$ cat config.mk
export PLATFORM = sky130hd
export DESIGN_NAME = ex_elastic_pipe_flat
export DESIGN_NICKNAME = d
export VERILOG_FILES = /design/src/rtl/ex_elastic_pipe_pkg.sv /design/src/rtl/ex_elastic_pipe_if.sv /design/src/rtl/ex_pipe_slot.sv /design/src/rtl/ex_elastic_pipe.sv /design/src/flat_wrapper.sv
export SDC_FILE = /design/constraint.sdc
export NUM_CORES = 1
export LEC_CHECK = 0
export CAP_MARGIN = 20
export CORE_ASPECT_RATIO = 2
export CORE_MARGIN = 5
export CORE_UTILIZATION = 47
export DETAILED_ROUTE_END_ITERATION = 12
export HOLD_SLACK_MARGIN = 0.02
export MAX_ROUTING_LAYER = met4
export PLACE_DENSITY = 0.78
export SETUP_SLACK_MARGIN = 0.1
export SLEW_MARGIN = 20
export SYNTH_ARGS = -nofsm -noshare
export SYNTH_HDL_FRONTEND = slang
export SYNTH_SLANG_ARGS = --single-unit
$ cat constraint.sdc
create_clock -name clk -period 1.45 [get_ports clk]
set_input_delay 0.3625 -clock clk [delete_from_list [all_inputs] [get_ports clk]]
set_output_delay 0.3625 -clock clk [all_outputs]
set_load 0.05 [all_outputs]
$ cat src/rtl/ex_elastic_pipe_pkg.sv
// ----------------------------------------------------------------------------
// ex_elastic_pipe_pkg
//   Shared constants for the execute-to-memory elastic pipe.
//   ADDRESS_LEN        : default payload width (PC / packed EX bundle).
//   EX_PIPE_STAGES     : default number of slots in the pipe.
//   EX_PIPE_MAX_STAGES : largest supported pipe depth.
//   count_valid()      : population count of a slot-valid vector.
// ----------------------------------------------------------------------------
package ex_elastic_pipe_pkg;

    localparam int unsigned ADDRESS_LEN        = 32;
    localparam int unsigned EX_PIPE_STAGES     = 2;
    localparam int unsigned EX_PIPE_MAX_STAGES = 8;

    // Number of set bits in a (zero-extended) slot-valid vector.
    function automatic int unsigned count_valid(
        input logic [EX_PIPE_MAX_STAGES-1:0] valid_bits
    );
        int unsigned n;
        n = 0;
        for (int unsigned i = 0; i < EX_PIPE_MAX_STAGES; i++) begin
            if (valid_bits[i]) begin
                n++;
            end
        end
        return n;
    endfunction

endpackage

$ cat src/rtl/ex_elastic_pipe_if.sv
// ----------------------------------------------------------------------------
// ex_elastic_pipe_if
//   Valid/ready handshake bundle for both ends of the elastic pipe.
//   in_valid / in_ready / in_data    : upstream (execute) side.
//   out_valid / out_ready / out_data : downstream (memory) side.
//   master : the environment around the pipe (drives inputs, ready).
//   slave  : the pipe itself.
// ----------------------------------------------------------------------------
interface ex_elastic_pipe_if
    import ex_elastic_pipe_pkg::*;
#(
    parameter int unsigned DATA_W = ADDRESS_LEN
);

    logic              in_valid;
    logic              in_ready;
    logic [DATA_W-1:0] in_data;

    logic              out_valid;
    logic              out_ready;
    logic [DATA_W-1:0] out_data;

    modport master (
        output in_valid,
        output in_data,
        output out_ready,
        input  in_ready,
        input  out_valid,
        input  out_data
    );

    modport slave (
        input  in_valid,
        input  in_data,
        input  out_ready,
        output in_ready,
        output out_valid,
        output out_data
    );

endinterface

$ cat src/rtl/ex_pipe_slot.sv
// ----------------------------------------------------------------------------
// ex_pipe_slot
//   One elastic pipeline slot: a valid bit plus a payload register.
//   clk, rst     : clock, synchronous active-low reset.
//   i_load       : take the source entry at the next edge.
//   i_flush      : drop the held entry at the next edge (beats i_load).
//   i_src_valid  : source valid bit (previous slot or pipe input).
//   i_src_data   : source payload.
//   i_next_ready : ready of the slot (or consumer) ahead of this one.
//   o_valid      : slot holds an entry.
//   o_valid_nxt  : value o_valid takes at the next edge (rst excluded).
//   o_data       : held payload.
//   o_ready      : slot can accept this cycle (empty, or emptying).
// ----------------------------------------------------------------------------
module ex_pipe_slot
    import ex_elastic_pipe_pkg::*;
#(
    parameter int unsigned       DATA_W     = ADDRESS_LEN,
    parameter logic [DATA_W-1:0] RESET_DATA = '0
) (
    input  logic              clk,
    input  logic              rst,
    input  logic              i_load,
    input  logic              i_flush,
    input  logic              i_src_valid,
    input  logic [DATA_W-1:0] i_src_data,
    input  logic              i_next_ready,
    output logic              o_valid,
    output logic              o_valid_nxt,
    output logic [DATA_W-1:0] o_data,
    output logic              o_ready
);

    logic              r_valid;
    logic [DATA_W-1:0] r_data;
    logic              w_valid_nxt;
    logic              w_data_we;

    assign o_ready = !r_valid || i_next_ready;

    always_comb begin
        w_valid_nxt = r_valid;
        if (i_flush) begin
            w_valid_nxt = 1'b0;
        end else if (i_load) begin
            w_valid_nxt = i_src_valid;
        end
    end

    // Payload only moves with a real entry; bubbles leave it untouched.
    assign w_data_we = i_load && i_src_valid && !i_flush;

    always_ff @(posedge clk) begin
        if (!rst) begin
            r_valid <= 1'b0;
            r_data  <= RESET_DATA;
        end else begin
            r_valid <= w_valid_nxt;
            if (w_data_we) begin
                r_data <= i_src_data;
            end
        end
    end

    assign o_valid     = r_valid;
    assign o_valid_nxt = w_valid_nxt;
    assign o_data      = r_data;

endmodule

$ cat src/rtl/ex_elastic_pipe.sv
// ----------------------------------------------------------------------------
// ex_elastic_pipe
//   STAGES-deep elastic pipe carrying a DATA_W payload from execute toward
//   memory. Bubbles collapse: each slot advances whenever the slot ahead can
//   accept, so a downstream stall back-pressures only as far as needed.
//   clk       : clock, rising edge.
//   rst       : synchronous active-low reset (overrides freeze and flush).
//   freeze    : global hold, no slot changes and no handshake completes.
//   flush     : clear every slot at the next edge, input dropped.
//   bus       : in_* / out_* valid-ready handshake (slave modport).
//   occupancy : registered count of valid slots.
// ----------------------------------------------------------------------------
module ex_elastic_pipe
    import ex_elastic_pipe_pkg::*;
#(
    parameter int unsigned       DATA_W     = ADDRESS_LEN,
    parameter int unsigned       STAGES     = EX_PIPE_STAGES,
    parameter logic [DATA_W-1:0] RESET_DATA = '0,
    localparam int unsigned      OCC_W      = $clog2(STAGES + 1)
) (
    input  logic             clk,
    input  logic             rst,
    input  logic             freeze,
    input  logic             flush,
    ex_elastic_pipe_if.slave bus,
    output logic [OCC_W-1:0] occupancy
);

    logic                          w_advance;
    logic [STAGES-1:0]             w_valid_nxt;
    logic [EX_PIPE_MAX_STAGES-1:0] w_valid_nxt_ext;
    logic [OCC_W-1:0]              r_occupancy;

    assign w_advance = !freeze && !flush;

    // Ready chain is built from separate per-slot nets rather than one
    // vector so each link is its own signal with no intra-vector loop.
    for (genvar i = 0; i < STAGES; i++) begin : g_slot
        logic              w_ready;
        logic              w_next_ready;
        logic              w_load;
        logic              w_src_valid;
        logic [DATA_W-1:0] w_src_data;
        logic              w_v;
        logic              w_vn;
        logic [DATA_W-1:0] w_data;

        if (i == 0) begin : g_src_in
            assign w_src_valid = bus.in_valid;
            assign w_src_data  = bus.in_data;
        end else begin : g_src_prev
            assign w_src_valid = g_slot[i-1].w_v;
            assign w_src_data  = g_slot[i-1].w_data;
        end

        if (i == STAGES - 1) begin : g_rdy_out
            assign w_next_ready = bus.out_ready;
        end else begin : g_rdy_next
            assign w_next_ready = g_slot[i+1].w_ready;
        end

        assign w_load = w_ready && w_advance;

        ex_pipe_slot #(
            .DATA_W     (DATA_W),
            .RESET_DATA (RESET_DATA)
        ) u_slot (
            .clk          (clk),
            .rst          (rst),
            .i_load       (w_load),
            .i_flush      (flush),
            .i_src_valid  (w_src_valid),
            .i_src_data   (w_src_data),
            .i_next_ready (w_next_ready),
            .o_valid      (w_v),
            .o_valid_nxt  (w_vn),
            .o_data       (w_data),
            .o_ready      (w_ready)
        );

        assign w_valid_nxt[i] = w_vn;
    end

    assign w_valid_nxt_ext = EX_PIPE_MAX_STAGES'(w_valid_nxt);

    // Count is taken from next-state valids so it lands on the same edge.
    always_ff @(posedge clk) begin
        if (!rst) begin
            r_occupancy <= '0;
        end else begin
            r_occupancy <= OCC_W'(count_valid(w_valid_nxt_ext));
        end
    end

    assign occupancy     = r_occupancy;
    assign bus.in_ready  = g_slot[0].w_ready && w_advance;
    assign bus.out_valid = g_slot[STAGES-1].w_v && !freeze;
    assign bus.out_data  = g_slot[STAGES-1].w_data;

endmodule

$ cat src/flat_wrapper.sv
// flat-port wrapper written by rule: the top's interface ports become plain ports
module ex_elastic_pipe_flat import ex_elastic_pipe_pkg::*;
#(
    parameter int unsigned       DATA_W     = ADDRESS_LEN,
    parameter int unsigned       STAGES     = EX_PIPE_STAGES,
    parameter logic [DATA_W-1:0] RESET_DATA = '0,
    localparam int unsigned      OCC_W      = $clog2(STAGES + 1)
)
  (clk, rst, freeze, flush, occupancy, bus_in_valid, bus_in_data, bus_out_ready, bus_in_ready, bus_out_valid, bus_out_data);
  ex_elastic_pipe_if #(.DATA_W(DATA_W)) bus_i ();
  input  logic clk;
  input  logic rst;
  input  logic freeze;
  input  logic flush;
  output logic [OCC_W-1:0] occupancy;
  input wire logic [$bits(bus_i.in_valid)-1:0] bus_in_valid;
  input wire logic [$bits(bus_i.in_data)-1:0] bus_in_data;
  input wire logic [$bits(bus_i.out_ready)-1:0] bus_out_ready;
  output wire logic [$bits(bus_i.in_ready)-1:0] bus_in_ready;
  output wire logic [$bits(bus_i.out_valid)-1:0] bus_out_valid;
  output wire logic [$bits(bus_i.out_data)-1:0] bus_out_data;
  assign bus_i.in_valid = bus_in_valid;
  assign bus_i.in_data = bus_in_data;
  assign bus_i.out_ready = bus_out_ready;
  assign bus_in_ready = bus_i.in_ready;
  assign bus_out_valid = bus_i.out_valid;
  assign bus_out_data = bus_i.out_data;
  ex_elastic_pipe #(.DATA_W(DATA_W), .STAGES(STAGES), .RESET_DATA(RESET_DATA)) u_core (.clk(clk), .rst(rst), .freeze(freeze), .flush(flush), .bus(bus_i), .occupancy(occupancy));
endmodule
Yosys cells after proc, flatten, opt, wreduce, memory -nomap -nowiden
Cells that the tools add are included.
{"block": "totals", "reg_bits": 68, "latch_bits": 0, "ram_bits": 0, "romBits": 0, "out_inout_bits": 36, "elab_cells": 27, "mem_count": 0}
{"block": "op_classes", "add_sub_neg": 1, "multipliers": 0, "n_div": 0, "magnitude_cmp": 0, "eq_ne": 0, "shifts": 0, "n_mux": 7, "n_bitwise": 0, "n_reduce_logical": 14}
{"cell": "logical AND 1 bit", "n": 8}
{"cell": "two-way mux 1 bit", "n": 5}
{"cell": "logical NOT 1 bit", "n": 4}
{"cell": "two-way mux 2 bit", "n": 2}
{"cell": "adder 2 x 1 -> 2 bit, second input constant", "n": 1}
{"cell": "logical OR 1 bit", "n": 2}

Logic depth before layout (Yosys ltp)
{"block": "depth", "word_depth": 10, "ltp_mapped": 5, "mapped_depth_nobuf": 3}

Hierarchy
Synthesis repeated with hierarchy kept, for this count alone.
{"block": "hier_totals", "cells_unflattened": 298, "hier_area_um2": 2803.9}
{"module": "ex_pipe_slot", "n_inst": 2, "cells_per_inst": 145, "area_each_um2": 1360.1, "seq_area_each_um2": 660.6}
{"module": "ex_elastic_pipe", "n_inst": 1, "cells_per_inst": 8, "area_each_um2": 83.8, "seq_area_each_um2": 40.0}

Worst setup path before layout
OpenSTA, ideal clock, no wires.
{"block": "synth_path", "kind": "input port to output port", "start": "in freeze", "end": "out bus_in_ready", "t_arrival_ns": 1.692, "t_required_ns": 1.087, "slack_ns": -0.605, "path_stages": 2, "cell_sequence": "nor2_4 -> a21boi_0"}
{"block": "synth_via", "elab_chain_len": 3}
{"item": "from (decl)", "line": "flat_wrapper.sv:13", "text": "input logic freeze;"}
{"item": "logical NOT 1 bit", "line": "ex_elastic_pipe.sv:34", "text": "assign w_advance = !freeze && !flush;"}
{"item": "logical AND 1 bit", "line": "ex_elastic_pipe.sv:34"}
{"item": "logical AND 1 bit", "line": "ex_elastic_pipe.sv:96", "text": "assign bus.in_ready = g_slot[0].w_ready && w_advance;"}
{"item": "to (decl)", "line": "flat_wrapper.sv:19", "text": "output wire logic [$bits(bus_i.in_ready)-1:0] bus_in_ready;"}
No other way between the ends.

Worst setup path after layout
{"block": "layout_path", "start": "reg u_core.g_slot[1].u_slot.r_valid", "end": "out bus_in_ready"}
{"block": "layout_via", "elab_chain_len": 4}
{"item": "from (decl)", "line": "ex_pipe_slot.sv:34", "text": "logic r_valid;"}
{"item": "from (signal assigned)", "line": "ex_pipe_slot.sv:58", "text": "r_valid <= w_valid_nxt;"}
{"item": "logical NOT 1 bit", "line": "ex_pipe_slot.sv:39", "text": "assign o_ready = !r_valid || i_next_ready;"}
{"item": "logical OR 1 bit (2 in a row)", "line": "ex_pipe_slot.sv:39"}
{"item": "logical AND 1 bit", "line": "ex_elastic_pipe.sv:96"}
No other way between the ends.

==> results <==
- After floorplanning, the core was divided into 39 placement rows.
- Entering global routing, the biggest net connects 43 pins.
- The start-to-end type of the worst setup path is reg2out.
- Summed over its instances, the top area cell type makes up 50.8% of the synthesized netlist area.
- Walking the worst path, the cells encountered are nor2b_4, a21boi_4, buf_12.
- The count of endpoints failing hold in the final timing report is 0.
- The first routing iteration left 143 violations.
- Cells with a size suffix above 1 make up 24.6% of the layout.
- After layout, the worst path uses 101% of the clock period.
- The final setup slack of the worst path is -0.0184 ns.
- Port buffering added 73 buffers.
- The most used flip-flop cell after synthesis is dfxtp_1.
- The areal power density over the cells is 1060 nW/um2.
- The data arrival time of the critical path is 1.11 ns.
- Counting flops with a built-in enable in the synthesized netlist gives 0.
- Summing every instance area after synthesis gives 2680 um2.
- The width of the die is 63.4 um.
- The max-cap violation count is 0.
- The most instantiated library cell after synthesis is nand2_1.
- The minimum clock period after layout is 1.47 ns.
- The number of primary I/O pins is 74.
- The delay of the slowest cell on the worst path is 0.35 ns.
- The mean routed wirelength per cell is 17.4 um.
- The routability congestion estimate is 0.764.
- The ratio of routed vias to standard cells is 5.27.
- The clock latency on the worst-skew pair is 0.32 ns.
- The netlist uses 26 different library cells.
- The run finished, with violations left.
- The reported leakage power is 0.00207 uW.
- The number of remaining DRC errors is 0.
- By count the netlist is led by 98 x nand2_1, 68 x dfxtp_1, 64 x mux2i_1, 6 x clkbuf_1, 4 x buf_4.
- TritonCTS built the clock tree.
- The checks that failed: setup timing.
- The die is 117 um tall.
- The number of global-route vias before repair came to 2,361.
- The worst hold path was traced through 3 stages.
- Timing would allow up to 0.681 GHz.
- Across the VDD grid, the largest voltage drop is 1.10 mV.
- For this run, the post-layout net count is 395.
- The worst setup path is captured at an output port.
- Setup violations remaining at the end of the flow were counted as 1.
- The critical path crosses 3 cells after its start point.
- Global routing consumed, over all layers together, 19.2% of the routing resources.
- The placed standard-cell area is 3880 um2.
- Measured on the finished design, the core utilization comes to 78.6%.
- The cell at the root of the clock tree is clkbuf_16.
- The type of element launching the critical path is a flop.
- The final clock skew is 0.00299 ns.
- Once the floorplan was initialized, standard cells occupied 47.8% of the core.
- The type of the most critical hold path is in2reg.
- The count of nets left with antenna violations once routing finished came out at 0.
- The total iterations of the first detailed-routing run is 5.
- The first global-routing pass estimated 11,100 um of wire.
- The antenna diode count is 0.
- The cell type of the slowest stage on the worst timing path is dfxtp_4.
- CTS saw 68 sinks.
- Counting the buffers created by CTS gives 9.
- Compared with the post-synthesis result, the final layout area differs by 64.4%.
- The largest area contributor in the synthesized netlist is dfxtp_1.
- The longest clock path from root to sink contains 2 buffers.
- In the synthesized netlist the async set-or-reset flop fraction comes to 0%.
- Setup repair after global routing could not meet its margin everywhere.
- The remaining global-route overflow is 0.
- The mean area per synthesized cell is 9.89 um2.
- The HPWL after detailed placement is 4450 um.
- The slew of the pin with the lowest slew margin is 0.334 ns.
- The initial antenna violation count is 0.
- Summing all non-filler instances in the final layout gives an area of 4410 um2.
- The number of pins exceeding their max-slew limit in the final report was 0.
- After synthesis, the cell types taking the most area are dfxtp_1 51%, mux2i_1 24%, nand2_1 14%.
- Buffers inserted to repair hold after CTS numbered 0.
- The total wirelength of the detailed-routed design is 7370 um.
- The Yosys step of the flow raised 0 warnings.
- Counting flops and latches in the post-synthesis netlist gives 68.
- The placeable core region is 5610 um2.
- The die area is 7410 um2.
- Headroom to the max-slew limit came out at 77.7%.
- Clock-pin slew was measured on the worst setup and hold paths at 0.06 ns.
- The worst register-to-register path has a depth of 6.
- The family with the most delay on the worst path is flip-flops.
- Along the worst path, the maximum fanout reaches 3.
- The H-tree generated during clock tree synthesis spans 3 levels.
- For the worst setup path, the data required time is 1.09 ns.
- Summing the sequential cell areas from Yosys gives 50.8% of the chip area.
- The synthesized instance count is 271.
- The number of nets in the synthesized netlist is 309.
- Counting both buffers and inverters, the worst setup path holds a total of 1.
- The total vias in the final route is 2,228.
==> cell families (layout without fill, tap and decap cells) <==
group	count (synthesis)	count (layout)	share of synthesized area (%)
AO/OA/AOI/OAI	9	9	2.85
XOR/XNOR	1	1	0.327
buffers and inverters	19	110	5.13
flip-flops	68	68	50.8
multiplexers	64	64	23.9
AND/OR/NAND/NOR	110	110	17.0
==> power breakdown <==
part	total (uW)	switching [uW]	internal [uW]
registers	1910	12.7	1900
clock network	2360	807	1550
logic	387	172	215
total	4660	992	3670
==> worst min-delay path, stage by stage <==
cell and delay, ns:
buf_2 0.19, nand2_1 0.10, mux2i_1 0.06
==> registers in the layout, summed over array words and instances, names as in the netlist <==
name                          flops
u_core.g_slot.u_slot.o_data      64
u_core.occupancy                  2
u_core.g_slot.u_slot.o_valid      2
==> metal layers <==
layer	vias up	part of all wire, %	global-route usage (%)
met5	-	0	-
met4	0	2.0	9.71
met3	12	5.9	4.97
met2	89	54	30.9
met1	1061	38	22.0
li1	1066	-	-
==> final timing paths <==
check                                                   from  slack [ns]                                              end
min reg2reg  u_core.g_slot[0].u_slot.o_data[13]$_SDFFE_PN0P_        0.47  u_core.g_slot[0].u_slot.o_data[13]$_SDFFE_PN0P_
min                                                      rst        0.44  u_core.g_slot[1].u_slot.o_data[28]$_SDFFE_PN0P_
max               u_core.g_slot[1].u_slot.o_valid$_SDFF_PN0_       -0.02                                     bus_in_ready
max reg2reg       u_core.g_slot[1].u_slot.o_valid$_SDFF_PN0_        0.04  u_core.g_slot[0].u_slot.o_data[28]$_SDFFE_PN0P_
==> through the flow <==
| step | instances | TNS (ns) | setup slack (ns) | hold slack (ns) | total power [uW] |
|---|---|---|---|---|---|
| 2_1_floorplan | 271 | 0 | 0.0482 | 0.443 | 2120 |
| 3_3_place_gp | 400 | -16.67 | -0.266 | 0.446 | 2280 |
| 3_5_place_dp | 400 | -19.88 | -0.353 | 0.463 | 2290 |
| 4_1_cts | 417 | -0.0232 | -0.0232 | 0.437 | 4620 |
| 5_1_grt | 423 | -0.0664 | -0.0434 | 0.459 | 4810 |
| 6_report | 423 | -0.0184 | -0.0184 | 0.437 | 4660 |
==> area by class of cell <==
cell class	count	area, um2
inverter	1	3.75
clock buffer	10	239
multi-input combinational	184	1250
timing repair buffer	93	1380
clock inverter	6	87.6
sequential	68	1370
tap	61	76.3
fill	345	1200
==> layout by cell type, fill, tap and decap left out, drive strengths merged, types with 2 or more instances in the layout <==
master / count
nand2: 98
dfxtp: 68
mux2i: 64
buf: 54
clkdlybuf4s50: 32
clkbuf: 13
nand2b: 4
clkinv: 4
nor2: 3
nor2b: 2
a21oi: 2
bufinv: 2
dlygate4sd2: 2
==> repair_timing <==
item / in CTS / in global routing
gates cloned: 0 / 3
gates resized for setup: 13 / 12
hold endpoints to repair: 0 / 0
pin swaps: 1 / 0
setup endpoints to repair: 67 / 16
setup buffers: 1 / 3
No activity file was read; power rests on OpenSTA's default activity.
